**src/rtl/combat_resolver.sv**
```systemverilog
// combat_resolver: per-frame hit resolution between two fighters.
// Each player's attack box is tested against the other's hurtbox on every
// SCEN tick. Contacts apply damage, hitstun, invulnerability and knockback,
// and the first player whose health reaches zero ends the match (ko).
// All state advances on the rising clk edge only when SCEN is high.
// Reset is synchronous, active low, and overrides SCEN.
module combat_resolver #(
  parameter int POS_WIDTH      = 10,
  parameter int HP_WIDTH       = 8,
  parameter int HP_MAX         = 100,
  parameter int DMG_LIGHT      = 5,
  parameter int DMG_HEAVY      = 12,
  parameter int DMG_CHIP       = 1,
  parameter int HITSTUN_FRAMES = 12,
  parameter int INVULN_FRAMES  = 20,
  parameter int KB_X_LIGHT     = 4,
  parameter int KB_X_HEAVY     = 8,
  parameter int KB_Y           = -2,
  parameter int HURT_W         = 40,
  parameter int HURT_H         = 45,
  parameter int HURT_OFFX      = 40,
  parameter int HURT_OFFY      = 52,
  parameter int ATK_H          = 80,
  parameter int ATK_FWD        = 85,
  parameter int ATK_UP         = -5,
  parameter int ATK_W_LIGHT    = 40,
  parameter int ATK_W_HEAVY    = 60
) (
  input  logic                  clk,
  input  logic                  reset_n,
  input  logic                  SCEN,
  input  logic [POS_WIDTH-1:0]  p1_x,
  input  logic [POS_WIDTH-1:0]  p1_y,
  input  logic [POS_WIDTH-1:0]  p2_x,
  input  logic [POS_WIDTH-1:0]  p2_y,
  input  logic                  p1_face_right,
  input  logic                  p1_atk_active,
  input  logic                  p1_atk_heavy,
  input  logic                  p1_block,
  input  logic                  p2_face_right,
  input  logic                  p2_atk_active,
  input  logic                  p2_atk_heavy,
  input  logic                  p2_block,
  output logic                  p1_hit_event,
  output logic                  p1_block_event,
  output logic                  p2_hit_event,
  output logic                  p2_block_event,
  output logic                  p1_hitstun,
  output logic                  p2_hitstun,
  output logic signed [7:0]     p1_kb_dx,
  output logic signed [7:0]     p1_kb_dy,
  output logic signed [7:0]     p2_kb_dx,
  output logic signed [7:0]     p2_kb_dy,
  output logic [HP_WIDTH-1:0]   p1_hp,
  output logic [HP_WIDTH-1:0]   p2_hp,
  output logic                  ko,
  output logic                  p1_win,
  output logic                  p2_win,
  output logic                  draw
);

  // Two extra bits: one for sign, one for headroom so box edges never wrap.
  localparam int BW   = POS_WIDTH + 2;
  localparam int HS_W = $clog2(HITSTUN_FRAMES + 1);
  localparam int IV_W = $clog2(INVULN_FRAMES + 1);

  typedef logic signed [BW-1:0] coord_t;
  typedef logic [HP_WIDTH-1:0]  hp_t;

  // Index 0 is player 1, index 1 is player 2 throughout.
  logic [POS_WIDTH-1:0] pos_x [2];
  logic [POS_WIDTH-1:0] pos_y [2];
  logic                 face  [2];
  logic                 act   [2];
  logic                 heavy [2];
  logic                 guard [2];

  // Box geometry per player.
  coord_t hurt_x0 [2];
  coord_t hurt_y0 [2];
  coord_t atk_x0  [2];
  coord_t atk_y0  [2];
  coord_t atk_w   [2];

  // contact/blocked are indexed by attacker; everything below by defender.
  logic             contact [2];
  logic             blocked [2];
  hp_t              dmg     [2];
  hp_t              nxt_hp  [2];
  logic [7:0]       kb_mag  [2];
  logic signed [7:0] new_kbx [2];
  logic signed [7:0] new_kby [2];

  // Registered state.
  hp_t               hp_q    [2];
  logic [HS_W-1:0]   hs_cnt  [2];
  logic [IV_W-1:0]   inv_cnt [2];
  logic              conn    [2];  // attacker already landed this activation
  logic              hit_q   [2];
  logic              blk_q   [2];
  logic signed [7:0] kbx_q   [2];
  logic signed [7:0] kby_q   [2];

  // Strict interval overlap on one axis; touching edges do not overlap.
  function automatic logic overlap(input coord_t a0, input coord_t aw,
                                   input coord_t b0, input coord_t bw);
    return (a0 < b0 + bw) && (b0 < a0 + aw);
  endfunction

  // Gather per-player inputs into arrays so both directions share one path.
  always_comb begin
    pos_x[0] = p1_x;          pos_x[1] = p2_x;
    pos_y[0] = p1_y;          pos_y[1] = p2_y;
    face[0]  = p1_face_right; face[1]  = p2_face_right;
    act[0]   = p1_atk_active; act[1]   = p2_atk_active;
    heavy[0] = p1_atk_heavy;  heavy[1] = p2_atk_heavy;
    guard[0] = p1_block;      guard[1] = p2_block;
  end

  // Hurtbox and attack box origins in signed, non-wrapping coordinates.
  always_comb begin
    for (int i = 0; i < 2; i++) begin
      hurt_x0[i] = coord_t'({2'b00, pos_x[i]}) + coord_t'(HURT_OFFX);
      hurt_y0[i] = coord_t'({2'b00, pos_y[i]}) + coord_t'(HURT_OFFY);
      atk_w[i]   = heavy[i] ? coord_t'(ATK_W_HEAVY) : coord_t'(ATK_W_LIGHT);
      atk_y0[i]  = coord_t'({2'b00, pos_y[i]}) + coord_t'(ATK_UP);
      if (face[i]) begin
        atk_x0[i] = coord_t'({2'b00, pos_x[i]}) + coord_t'(ATK_FWD);
      end else begin
        atk_x0[i] = coord_t'({2'b00, pos_x[i]}) + coord_t'(ATK_FWD) - atk_w[i];
      end
    end
  end

  // Contact qualification for attacker i striking defender 1-i.
  always_comb begin
    for (int i = 0; i < 2; i++) begin
      contact[i] = act[i] && !conn[i] && (inv_cnt[1-i] == '0) && !ko &&
                   overlap(atk_x0[i], atk_w[i], hurt_x0[1-i], coord_t'(HURT_W)) &&
                   overlap(atk_y0[i], coord_t'(ATK_H), hurt_y0[1-i], coord_t'(HURT_H));
      // Guard only works when the defender faces the attacker.
      blocked[i] = guard[1-i] && (face[1-i] != face[i]);
    end
  end

  // Damage, saturating health and knockback for defender d (attacker 1-d).
  always_comb begin
    for (int d = 0; d < 2; d++) begin
      dmg[d]    = '0;
      kb_mag[d] = heavy[1-d] ? 8'(KB_X_HEAVY) : 8'(KB_X_LIGHT);
      if (contact[1-d]) begin
        if (blocked[1-d]) begin
          dmg[d] = hp_t'(DMG_CHIP);
        end else if (heavy[1-d]) begin
          dmg[d] = hp_t'(DMG_HEAVY);
        end else begin
          dmg[d] = hp_t'(DMG_LIGHT);
        end
      end
      if (blocked[1-d]) begin
        kb_mag[d] = kb_mag[d] >> 1;
      end
      nxt_hp[d]  = (hp_q[d] > dmg[d]) ? (hp_q[d] - dmg[d]) : '0;
      // Push away in the direction the attacker faces.
      new_kbx[d] = face[1-d] ? kb_mag[d] : (8'd0 - kb_mag[d]);
      new_kby[d] = blocked[1-d] ? 8'sd0 : 8'(KB_Y);
    end
  end

  // Per-tick state update: health, counters, event pulses, knockback, ko.
  always_ff @(posedge clk) begin
    if (!reset_n) begin
      for (int d = 0; d < 2; d++) begin
        hp_q[d]    <= hp_t'(HP_MAX);
        hs_cnt[d]  <= '0;
        inv_cnt[d] <= '0;
        conn[d]    <= 1'b0;
        hit_q[d]   <= 1'b0;
        blk_q[d]   <= 1'b0;
        kbx_q[d]   <= '0;
        kby_q[d]   <= '0;
      end
      ko     <= 1'b0;
      p1_win <= 1'b0;
      p2_win <= 1'b0;
      draw   <= 1'b0;
    end else if (SCEN) begin
      for (int d = 0; d < 2; d++) begin
        // conn is per attacker: latch on a landed hit, drop when the attack ends.
        conn[d]  <= act[d] && (conn[d] || contact[d]);
        hp_q[d]  <= nxt_hp[d];
        hit_q[d] <= contact[1-d] && !blocked[1-d];
        blk_q[d] <= contact[1-d] && blocked[1-d];
        if (contact[1-d]) begin
          inv_cnt[d] <= IV_W'(INVULN_FRAMES);
          kbx_q[d]   <= new_kbx[d];
          kby_q[d]   <= new_kby[d];
        end else if (inv_cnt[d] != '0) begin
          inv_cnt[d] <= inv_cnt[d] - IV_W'(1);
        end
        if (contact[1-d] && !blocked[1-d]) begin
          hs_cnt[d] <= HS_W'(HITSTUN_FRAMES);
        end else if (hs_cnt[d] != '0) begin
          hs_cnt[d] <= hs_cnt[d] - HS_W'(1);
        end
      end
      // ko latches on the tick health first reaches zero and holds to reset.
      if (!ko && ((nxt_hp[0] == '0) || (nxt_hp[1] == '0))) begin
        ko     <= 1'b1;
        p1_win <= (nxt_hp[1] == '0) && (nxt_hp[0] != '0);
        p2_win <= (nxt_hp[0] == '0) && (nxt_hp[1] != '0);
        draw   <= (nxt_hp[0] == '0) && (nxt_hp[1] == '0);
      end
    end
  end

  assign p1_hp          = hp_q[0];
  assign p2_hp          = hp_q[1];
  assign p1_hitstun     = (hs_cnt[0] != '0);
  assign p2_hitstun     = (hs_cnt[1] != '0);
  assign p1_hit_event   = hit_q[0];
  assign p2_hit_event   = hit_q[1];
  assign p1_block_event = blk_q[0];
  assign p2_block_event = blk_q[1];
  assign p1_kb_dx       = kbx_q[0];
  assign p1_kb_dy       = kby_q[0];
  assign p2_kb_dx       = kbx_q[1];
  assign p2_kb_dy       = kby_q[1];

endmodule

```
**config.mk**
```make
export PLATFORM = sky130hd
export DESIGN_NAME = combat_resolver
export DESIGN_NICKNAME = d
export VERILOG_FILES = /design/src/rtl/combat_resolver.sv
export SDC_FILE = /design/constraint.sdc
export NUM_CORES = 1
export LEC_CHECK = 0
export CAP_MARGIN = 20
export CELL_PAD_IN_SITES_DETAIL_PLACEMENT = 1
export CELL_PAD_IN_SITES_GLOBAL_PLACEMENT = 1
export CORE_MARGIN = 8
export CORE_UTILIZATION = 38
export DETAILED_ROUTE_END_ITERATION = 16
export PLACE_DENSITY = 0.82
export SLEW_MARGIN = 40
export SYNTH_ARGS = -nofsm -noshare
export SYNTH_HDL_FRONTEND = slang
export SYNTH_SLANG_ARGS = --single-unit
```
**constraint.sdc**
```tcl
create_clock -name clk -period 10.2 [get_ports clk]
set_input_delay 2.55 -clock clk [delete_from_list [all_inputs] [get_ports clk]]
set_output_delay 2.55 -clock clk [all_outputs]
set_load 0.05 [all_outputs]
```
* After elaboration in Yosys (flattened, before gate mapping) *
Memory sizes are Yosys's and may differ from the RTL's.
Cells that the tools add are included.

word-level totals
  memories kept = 8
  input bits = 51
  output and inout port bits = 58
  word-level logic and storage cells = 195
  memory bits (writable) = 72
  register bits after elaboration = 4

cells by class
  bitwise operators = 20
  order comparisons = 10
  eq/ne operators = 2
  reduce and logical (&&, ||, !) cells = 45
  multiplexer cells = 80
  $add $sub $neg = 26

memories
  name             depth  width  read ports  clocked after memory_dff  wr ports  line  source
  hp_q             2      8      2           0                         2         95    hp_t hp_q [2];
  kbx_q            2      8      2           0                         2         101   logic signed [7:0] kbx_q [2];
  kby_q            2      8      2           0                         2         102   logic signed [7:0] kby_q [2];
  inv_cnt          2      5      2           0                         2         97    logic [IV_W-1:0] inv_cnt [2];
  hs_cnt           2      4      2           0                         2         96    logic [HS_W-1:0] hs_cnt [2];
  blk_q            2      1      2           0                         2         100   logic blk_q [2];
  2 more memories  n/a    n/a    n/a         n/a                       n/a       n/a

operators with widths
  kind                                                                count
  8-bit 2-to-1 mux                                                    13
  12-bit less-than comparator                                         8
  4-bit 2-to-1 mux                                                    13
  11-bit by 6-bit adder with 12-bit output, second input constant     4
  1-bit 2-to-1 mux                                                    46
  10-bit by 6-bit adder with 11-bit output, second input constant     4
  5-bit 2-to-1 mux                                                    6
  1-bit logical AND                                                   26
  11-bit by 4-bit adder with 12-bit output, second input constant     2
  12-bit by 7-bit adder with 12-bit output                            2
  12-bit by 8-bit adder with 12-bit output, second input constant     2
  12-bit 2-to-1 mux                                                   2
  11-bit by 6-bit subtractor with 12-bit output                       2
  10-bit by 7-bit adder with 11-bit output, second input constant     2
  1-bit bitwise OR                                                    20
  8-bit > comparator                                                  2
  8-bit zero test                                                     2
  8-bit nonzero test                                                  2
  1-bit by 8-bit subtractor with 8-bit output, first input constant   2
  8-bit subtractor                                                    2
  5-bit zero test                                                     2
  5-bit nonzero test                                                  2
  5-bit by 1-bit subtractor with 5-bit output, second input constant  2
  4-bit nonzero test                                                  2
  other kinds (5)                                                     13

* Logic depth before layout (Yosys ltp) *
  depth in word-level cells = 15
  depth in mapped cells = 34
  gate-level depth less buffers = 34

* Least setup slack after synthesis *
No wires, ideal clock.

  path type = input to register
  start point = in p2_x[0]
  end point = reg draw
  slack = 2.052 ns
  setup time = 0.115 ns
  arrival = 8.033 ns
  stages = 29
  buffers on the path = 0
  cells stage by stage = ha_1 -> o21a_1 -> xnor2_1 -> ha_1 -> a21oi_1 -> o31ai_1 -> maj3_1 -> a21oi_1 -> xnor2_1 -> nand3_1 -> xor2_1 -> ha_1 -> nor4_1 -> nand2_1 -> nor4_1 -> nand2_1 -> and4b_1 -> and2_0 -> nor2b_1 -> ha_1 -> ha_1 -> inv_1 -> a21oi_1 -> o21bai_1 -> a2111oi_0 -> a41oi_1 -> a21oi_1 -> nor2b_1 -> o21a_1

between the ends
  longest elaborated chain between the ends = 15
  elaborated cells between the ends (all ways) = 30
  classes of those cells = add/sub (7); order compare (6); mux (5); reduce/logical (12)

RTL lines
  what                                                           line      source
  start: declaration                                             34        input logic [POS_WIDTH-1:0] p2_x,
  10-bit by 7-bit adder with 11-bit output                       128, 130
  11-bit by 6-bit subtractor with 12-bit output                  130       atk_x0[i] = coord_t'({2'b00, pos_x[i]}) + coord_t'(ATK_FWD) - atk_w[i];
  12-bit 2-to-1 mux                                              127       if (face[i]) begin
  12-bit by 7-bit adder with 12-bit output                       107       return (a0 < b0 + bw) && (b0 < a0 + aw);
  12-bit less-than comparator                                    107
  1-bit logical AND                                              107
  1-bit logical AND                                              138       contact[i] = act[i] && !conn[i] && (inv_cnt[1-i] == '0) && !ko &&
  1-bit logical AND                                              139       overlap(atk_x0[i], atk_w[i], hurt_x0[1-i], coord_t'(HURT_W)) &&
  8-bit 2-to-1 mux                                               151       if (contact[1-d]) begin
  8-bit subtractor / 8-bit > comparator (equally long branches)  163       nxt_hp[d] = (hp_q[d] > dmg[d]) ? (hp_q[d] - dmg[d]) : '0;
  8-bit 2-to-1 mux                                               163
  8-bit zero test                                                208, 212
  1-bit logical OR                                               208       if (!ko && ((nxt_hp[0] == '0) || (nxt_hp[1] == '0))) begin
  1-bit logical AND                                              208
  2-bit AND reduction (no source line)                           n/a
  end signal: assignment                                         212       draw <= (nxt_hp[0] == '0) && (nxt_hp[1] == '0);
  end: declaration                                               59        output logic draw

Parallel ways exist; a longest one is shown, timed or not.
A chain may end at the register's enable or synchronous reset.

* Worst setup path after layout *
  start point = in p1_x[0]
  end point = reg draw

between the ends
  longest elaborated chain between the ends = 15
  elaborated cells between the ends (all ways) = 30
  classes of those cells = add/sub (7); order compare (6); mux (5); reduce/logical (12)

RTL lines
  what                                                           line      source
  start: declaration                                             32        input logic [POS_WIDTH-1:0] p1_x,
  10-bit by 7-bit adder with 11-bit output                       128, 130
  11-bit by 6-bit subtractor with 12-bit output                  130
  12-bit 2-to-1 mux                                              127
  12-bit by 7-bit adder with 12-bit output                       107
  12-bit less-than comparator                                    107
  1-bit logical AND                                              107
  1-bit logical AND                                              138
  1-bit logical AND                                              139
  4-bit 2-to-1 mux                                               151
  8-bit subtractor / 8-bit > comparator (equally long branches)  163
  8-bit 2-to-1 mux                                               163
  8-bit zero test                                                208, 212
  1-bit logical OR                                               208
  1-bit logical AND                                              208
  2-bit AND reduction (no source line)                           n/a

Parallel ways exist; a longest one is shown, timed or not.

==> impl_metrics.yaml <==
power:
  clockPowerShare_pct: 17.3
  power_leakage_nw: 3.920
  powerDensity_mw_per_mm2: 105.5
  seqPwrFrac_pct: 27.9
  peakVddDrop_v: 0.00007495
  power.switching_mw: 0.4252
  comb_power_share_pct: 54.8
  internal_power_mw: 0.5856
  swShare_pct: 42.07
clock_network:
  cts_root_buf: "clkbuf_16"
  cts_hold_buf: 0
  cts_setup_buffers: 0
  insertion_delay_ns: 0.30
  clkSlewWorstSetupHoldPaths_ns: 0.07
  clock_path_buffers: 2
  tritoncts: "yes"
  post_cts_resized: 0
  htree_levels: 2
  cts.sinks: 56
  numCtsBuffers: 5
layout:
  multi_input_area_mm2: 0.006066
  fillers: 2567
  register_area_mm2: 0.001642
  layout-drive-gt1-share_pct: 5.508
  final_area_mm2: 0.009580
  area_growth_pct: 15.68
  fin_cells: 1334
  layout.nets: 1241
timing:
  whs_ns: 0.5383
  hold_viol_final: 0
  timing.final.crit_share_pct: 93.52
  max_freq_mhz: 104.8
  worst_slew_pin_slew_ns: 0.7412
  relSlewSlack_pct: 50.58
  setup_viol: 0
  rsz0062_at_grt: "false"
  final.setup.tns_ns: 0
  drv_slew: 0
  min_period_ns: 9.539
  skew_ns: 0.01268
yosys:
  synthTopCellsByCount: "ha_1, inv_1, xnor2_1"
  netlist_area_mm2: 0.008282
  ys_ff_latch: 56
  synthArstFlopShare_pct: 0
  synth-seq-area-share_pct: 19.82
  yosysTopAreaCell: "ha_1"
  yosys_warnings: 0
  synthMostInstantiatedCell: "ha_1"
  synth_edf_count: 52
  ys_types: 86
  synth_area_leaders: "ha_1, edfxtp_1, xnor2_1"
  synth_cells: 981
  yosysTopAreaCellShare_pct: 20.85
  synth_ff_type: "edfxtp_1"
  avgSynthCellArea_um2: 8.442
setup_path:
  max_stage_delay_ns: 0.60
  critPathLaunchType: "input port"
  r2r_start: "inv_cnt[0][0]$_SDFFCE_PN0P_"
  worst-r2r-cell-count: 20
  r2r_end: "draw$_SDFFE_PN0P_"
  crit_arrival_ns: 9.73
  worstPathRequired_ns: 10.39
  end_kind: "flip-flop"
  cp_num_buf_inv: 1
  rrSetupSlack_ns: 5.52
  slowest_stage: "clkdlybuf4s50_1"
  worstSetupPathType: "in -> reg"
  critPathMaxFanout: 7
  critical-path-top-delay-family: "simple AND/OR/NAND/NOR gates"
  path_common_cell: "ha_1"
routing:
  wl_per_cell_um: 17.47
  routed_via_density: 5.459
  dr_total_vias: 7282
  drt-total-wl_mm: 23.30
  drt.antenna.violating_nets: 0
  drc: 0
  drt-initial-drc-count: 202
  first_pass_iters: 4
floorplan:
  start_util_pct: 38.30
  ios: 109
  die_height_um: 163.6
  chipWidth_um: 163.6
  dieArea_mm2: 0.02677
  placementRows: 54
  fp.coreArea_mm2: 0.02162
placement:
  dpl-instance-area_mm2: 0.009425
  hpwlAfterDp_mm: 19.84
  port_buffers: 104
  place.gp.congestion: 0.8623
  dpl.cell_count: 1325
global_routing:
  antenna_found_initial: 1
  grt_use_total_pct: 17.04
  grt_max_degree: 24
  grt_overflow_total: 0
  grt_first_pass_wirelength_mm: 37.62
  grt_pass1_vias: 7566
min_path:
  hold_path.startpoint: "p1_win$_SDFFE_PN0P_"
  whs_path_depth: 1
  min_to: "p1_win$_SDFFE_PN0P_"
  worstHoldPathType: "reg -> reg"
run:
  cap_viol_max_count: 0
status:
  outcome: "complete, no violations"
flip-flops by register name, summed over array words and instances (netlist names):
name / flops
hp_q: 16
p2_win: 1
ko: 1
p1_win: 1
inv_cnt: 10
hs_cnt: 8
kby_q: 2
hit_q: 2
blk_q: 2
draw: 1
kbx_q: 10
conn: 2
worst max-delay path by stage:
stage               cells past startpoint     from           endpoint  slack, ns
finish                                 32  p1_x[0]  draw$_SDFFE_PN0P_       0.66
global route                           34  p1_x[0]  draw$_SDFFE_PN0P_       0.09
CTS                                    32  p1_x[0]  draw$_SDFFE_PN0P_       0.73
detailed placement                     32  p1_x[0]  draw$_SDFFE_PN0P_       0.49
global placement                       32  p1_x[0]  draw$_SDFFE_PN0P_       0.81
floorplan                              29  p2_x[0]  draw$_SDFFE_PN0P_       2.05
power by group through the flow:
stage          clock network [mW]  registers, mW  logic, mW
6_report                    0.175          0.282      0.554
5_1_grt                     0.183          0.284      0.618
4_1_cts                     0.176          0.281      0.555
3_5_place_dp                    0          0.287      0.551
3_3_place_gp                    0          0.285      0.531
2_1_floorplan                   0          0.302      0.383
final cells by class:
class                      instances  area share (%)
antenna                            1         0.02612
clock buffer                       7           1.384
tap                              280           3.657
inverter                          88           3.448
sequential                        56           17.13
multi-input combinational        796           63.31
clock inverter                     1         0.09142
timing repair buffer             105           10.94
through the flow:
stage	worst slack [ns]	utilization (%)	power [mW]
global placement	0.8078	43.58	0.8159
CTS	0.7340	44.25	1.012
finish	0.6613	44.31	1.011
global route	0.09389	44.31	1.085
detailed placement	0.4938	43.59	0.8370
floorplan	2.052	-	0.6846
cells by family (layout without fill, tap and decap cells):
logic type               Yosys count  count (layout)  share of synthesized area [%]
multiplexers                       5               5                         0.6194
flip-flops                        56              56                          19.82
buffers and inverters            135             201                          7.373
other                              2               9                        0.09068
XOR/XNOR                         121             121                          12.80
adder cells (fa/ha/maj)          139             139                          20.97
AND/OR/NAND/NOR                  309             309                          20.12
AO/OA/AOI/OAI                    214             214                          18.21
worst register-to-register path: cells and delay by family (launching register included):
| family | cells | cell delay, ns |
|---|---|---|
| buffers and inverters | 3 | 0.29 |
| and+or+nand+nor | 8 | 1.84 |
| DFF | 1 | 0.43 |
| AOI/OAI and AO/OA | 6 | 1.48 |
| adders and majority gates | 3 | 0.52 |
placed cells by master (no fill, tap or decap), drive strengths merged, types with 5 or more instances in the layout:
cell type,instances
clkbuf,7
a21oi,51
clkdlybuf4s50,104
a211oi,7
and2,5
o21ai,52
o2111ai,6
o21a,16
or2,10
xnor2,79
nand2b,18
nor2,72
or3,9
edfxtp,52
and3,8
a21o,9
nor2b,14
a31oi,11
nor4,7
nor3b,7
o31ai,5
nand2,52
ha,138
a21boi,7
nor3,45
a211o,7
xor2,42
nand3b,7
conb,8
nand3,30
nand4,14
o211ai,12
inv,87
a2111oi,6
metal layers:
layer	track usage (%)	wire (um)
met5	0	0
met1	20.60	10320
met4	4.298	437
met3	1.386	839
met2	31.80	11710
Note: power is estimated with default switching activity, not from simulation.
